**config.mk**
```make
export PLATFORM = sky130hd
export DESIGN_NAME = int_to_fp_cvt
export DESIGN_NICKNAME = d
export VERILOG_FILES = /design/src/rtl/int_to_fp_cvt.sv
export SDC_FILE = /design/constraint.sdc
export NUM_CORES = 1
export LEC_CHECK = 0
export CORE_MARGIN = 4
export CORE_UTILIZATION = 53
export DETAILED_ROUTE_END_ITERATION = 8
export GPL_ROUTABILITY_DRIVEN = 0
export HOLD_SLACK_MARGIN = 0.03
export PLACE_DENSITY = 0.8
export SLEW_MARGIN = 20
export SYNTH_ARGS = -nofsm -noshare
export SYNTH_HDL_FRONTEND = slang
export SYNTH_SLANG_ARGS = --single-unit
```
**constraint.sdc**
```tcl
create_clock -name clk -period 3.1 [get_ports clk]
set_input_delay 0.62 -clock clk [delete_from_list [all_inputs] [get_ports clk]]
set_output_delay 0.62 -clock clk [all_outputs]
set_load 0.005 [all_outputs]
```
**src/rtl/int_to_fp_cvt.sv**
```systemverilog
// Signed 32-bit integer to IEEE-754 single converter, one normalising shift per cycle.
// Latency: 1 cycle for zero, leading_zeros(|x|)+2 otherwise; result held in DONE until out_ready.
module int_to_fp_cvt #(
    parameter int unsigned EXP_BIAS   = 127,
    parameter int unsigned ROUND_MODE = 0
) (
    input  logic        clk,
    input  logic        reset,
    input  logic        in_valid,
    output logic        in_ready,
    input  logic [31:0] int_in,
    output logic        out_valid,
    input  logic        out_ready,
    output logic [31:0] fp_out,
    output logic        busy
);

    typedef enum logic [1:0] {
        IDLE = 2'd0,
        NORM = 2'd1,
        DONE = 2'd2
    } state_t;

    localparam logic [7:0] EXP_START = 8'(EXP_BIAS + 31);

    state_t      state_q, state_d;
    logic [31:0] mag_q, mag_d;
    logic [7:0]  exp_q, exp_d;
    logic        sign_q, sign_d;
    logic [31:0] fp_q, fp_d;

    logic [31:0] abs_in;
    logic [22:0] frac;
    logic        guard, sticky, lsb, round_up;
    logic [30:0] rounded;

    // Two's-complement negate; 0x80000000 maps onto itself, which is the correct magnitude.
    assign abs_in   = int_in[31] ? (~int_in + 32'd1) : int_in;

    assign frac     = mag_q[30:8];
    assign guard    = mag_q[7];
    assign sticky   = |mag_q[6:0];
    assign lsb      = mag_q[8];
    assign round_up = (ROUND_MODE == 1) ? (guard & (sticky | lsb)) : 1'b0;
    // A carry out of the fraction ripples into the exponent field.
    assign rounded  = {exp_q, frac} + {30'd0, round_up};

    always_ff @(posedge clk) begin
        if (reset) begin
            state_q <= IDLE;
            mag_q   <= '0;
            exp_q   <= '0;
            sign_q  <= 1'b0;
            fp_q    <= '0;
        end else begin
            state_q <= state_d;
            mag_q   <= mag_d;
            exp_q   <= exp_d;
            sign_q  <= sign_d;
            fp_q    <= fp_d;
        end
    end

    always_comb begin
        state_d = state_q;
        mag_d   = mag_q;
        exp_d   = exp_q;
        sign_d  = sign_q;
        fp_d    = fp_q;
        case (state_q)
            IDLE: begin
                if (in_valid) begin
                    sign_d = int_in[31];
                    mag_d  = abs_in;
                    exp_d  = EXP_START;
                    if (int_in == 32'd0) begin
                        fp_d    = 32'd0;
                        state_d = DONE;
                    end else begin
                        state_d = NORM;
                    end
                end
            end
            NORM: begin
                if (!mag_q[31]) begin
                    mag_d = mag_q << 1;
                    exp_d = exp_q - 8'd1;
                end else begin
                    fp_d    = {sign_q, rounded};
                    state_d = DONE;
                end
            end
            DONE: begin
                if (out_ready) begin
                    state_d = IDLE;
                end
            end
            default: state_d = IDLE;
        endcase
    end

    assign in_ready  = (state_q == IDLE);
    assign out_valid = (state_q == DONE);
    assign busy      = (state_q != IDLE);
    assign fp_out    = fp_q;

endmodule
```
==> impl_metrics.toml <==
[yosys]
synth_fa_ha_area_share_pct = 0.628
synth_xor_area_share_pct = 5.28
synth-edff-count = 0
synthMuxAreaShare_pct = 1.85
synth_nets = 543
netlist_area_um2 = 3980
synth_compound_gate_area_share_pct = 26.0
syn_avg_cell_area_um2 = 7.89
synth_flop_cell = "dfxtp_1"
synthArstFlopShare_pct = 0
netlist_instances = 505
yosys_warnings = 0
synth_top_family_by_area = "compound AO/OA/AOI/OAI gates"
synth_seq_area_share_pct = 37.7
ys_types = 58
synthSimpleGateAreaFrac_pct = 23.4
ys_ff_latch = 75

[die]
start_util_pct = 54.6
die_x_um = 94.7
core_region_area_um2 = 7290
row_count = 31
pin_count = 71
die-area_um2 = 8970
die_h_um = 94.7

[drt]
drtPass1Iterations = 5
ant_nets = 0
vias = 4128
wirelength_um = 11100
wl_per_cell_um = 16.5
drtIter0Drc = 426
drc = 0
vias_per_cell = 6.11

[placement]
io_buffers = 70
placed_area_um2 = 4860
pre_cts_ws_ps = -41.1
dp_hpwl_um = 7760
dp_cells = 660

[pwr]
vdd_drop_max_uv = 249
p_sw_share_pct = 31.3
total_power_w = 0.00242
power_switching_w = 0.000759
combPwrFrac_pct = 22.8
p_int_w = 0.00166
cellPowerDensity_nw_per_um2 = 480
clockPowerShare_pct = 30.6
pwr-share-seq_pct = 46.6
p_leak_nw = 1.74

[layout]
final_nets = 610
mostFrequentLayoutCells = "dfxtp_1, clkdlybuf4s50_1, nand2_1, o21ai_0, nor2_1"
final_common_cell = "dfxtp_1"
area_growth_pct = 26.8
seq_area_um2 = 1500
instances_no_fill = 676
fill_cells = 644
diodes = 0
drive_gt1_share_pct = 11.4
multi_input_area_um2 = 2290
design_area_um2 = 5050

[sta]
fmaxAchievable_mhz = 355
finalCritPeriodShare_pct = 90.9
rsz0062_at_grt = "false"
postLayoutSetupSlackWorst_ps = 282
hold_violations = 0
tightest_slew_ps = 770
skew_ps = 9.31
slew_violations = 0
setup_tns_ps = 0
final-setup-viol-count = 0
fin_crit_ps = 2820
slew_headroom_pct = 48.7

[global_routing]
grt_overflow = 0
grt_usage_pct = 24.6
grt_max_degree = 36
grt_pass1_wl_um = 17600
antenna_found_initial = 0
grt_pass1_vias = 3677

[clocking]
cts_root_buffer = "clkbuf_8"
cts_buffers = 9
cts_max_level = 3
tritoncts = "done"
postCtsResizedCells = 0
hold_buffers = 0
cts_sinks = 75
clk_latency_ps = 350
clockBufferDepth = 2
postCtsSetupRepairBufs = 0
clkTransAtPathRegs_ps = 70

[status]
outcome = "complete, no violations"

[critical_path]
cp_max_fo = 9
critPathMaxStageDelay_ps = 470
worst-path-buf-inv = 2
crit_chain = "clkdlybuf4s50_1 > inv_1 > ha_1 > or3b_2 > or2_1 > nor4_1 > mux2_2 > a311oi_1"
path_delay_family = "simple AND/OR/NAND/NOR gates"
start_kind = "input pin"
required_ps = 3340
crit_path_top_delay_cell = "or3b_2"
path_class = "in2reg"
endpoint_kind = "flop"
cp_data_arrival_time_ps = 3060

[worst_hold_path]
worstHoldPathType = "reg2reg"

[run]
maxCapViolCount = 0
power by group through the flow:
stage                     clock (W)  combinational, W  sequential [W]
after CTS                  0.000750          0.000546         0.00113
after floorplan                   0          0.000344         0.00112
final                      0.000743          0.000551         0.00113
after global placement            0          0.000524         0.00115
after detailed placement          0          0.000542         0.00115
after global routing       0.000791          0.000607         0.00114
synthesized netlist by cell type (4+ instances only):
master / n / area [µm²]
nor2_1: 52 / 195
xnor2_1: 8 / 70.1
nor2b_1: 5 / 31.3
nand3b_1: 6 / 45.0
inv_1: 7 / 26.3
a221oi_1: 5 / 43.8
o211ai_1: 4 / 30.0
nor4_1: 7 / 43.8
buf_1: 4 / 15.0
a2111oi_0: 7 / 61.3
a21oi_1: 49 / 245
or3_1: 7 / 43.8
clkbuf_1: 35 / 131
buf_2: 4 / 20.0
nor3_1: 9 / 45.0
dfxtp_1: 75 / 1500
or3b_2: 4 / 35.0
nand2_1: 52 / 195
o21ai_0: 52 / 260
o31ai_1: 4 / 30.0
a211oi_1: 11 / 82.6
nand2b_1: 6 / 37.5
o41ai_1: 8 / 70.1
xor2_1: 16 / 140
a311oi_1: 4 / 35.0
mux2i_1: 4 / 40.0
a22oi_1: 4 / 30.0
or2_2: 4 / 25.0
a31oi_1: 4 / 25.0
nand3_1: 5 / 25.0
per-layer routing:
layer	track usage, %	up-vias	part of all wire, %
met5	0	-	0
met4	7.09	0	1.6
met1	33.1	1938	43
li1	-	1976	-
met2	40.7	196	48
met3	3.90	18	8.1
kinds of logic (layout without fill, tap and decap cells):
group	count (synthesis)	count (layout)
buffers and inverters	51	123
XOR/XNOR	24	24
adder cells (fa/ha/maj)	2	2
multiplexers	7	7
flip-flops	75	75
AO/OA/AOI/OAI	166	166
AND/OR/NAND/NOR	180	180
worst register-to-register path, cell delays in order, from the launching register on:
cell      delay (ps)
dfxtp_1          490
or3b_2           780
nand2_1          280
buf_4            270
nand4b_1         170
xor2_1           180
a21oi_1          140
worst paths after layout:
| check | start | endpoint | slack [ps] | cells after the start |
|---|---|---|---|---|
| setup / recovery | int_in[0] | mag_q[22]$_SDFFE_PP0P_ | 280 | 8 |
| hold / removal | sign_q$_SDFFE_PP0P_ | fp_out[31]$_SDFFE_PP0P_ | 460 | 2 |
| hold reg to reg | sign_q$_SDFFE_PP0P_ | fp_out[31]$_SDFFE_PP0P_ | 460 | 2 |
| setup reg to reg | state_q[1]$_SDFFE_PP0P_ | exp_q[7]$_SDFFE_PP0P_ | 750 | 6 |
flip-flops by register name (all words and copies together), names as in the netlist:
| name | count |
|---|---|
| fp_out | 32 |
| exp_q | 8 |
| sign_q | 1 |
| state_q | 2 |
| mag_q | 32 |
cell type report:
type	count	area share, %
sequential	75	29.7
clock buffer	10	2.53
clock inverter	6	1.26
timing repair buffer	100	18.2
tap	99	2.45
inverter	7	0.520
multi-input combinational	379	45.3
stage by stage:
step / hold slack, ps / utilization, %
3_5_place_dp: 445 / 66.6
5_1_grt: 490 / 69.3
2_1_floorplan: 432 / -
4_1_cts: 455 / 69.3
3_3_place_gp: 445 / 66.6
6_report: 458 / 69.3
(Power assumes the default switching activity.)
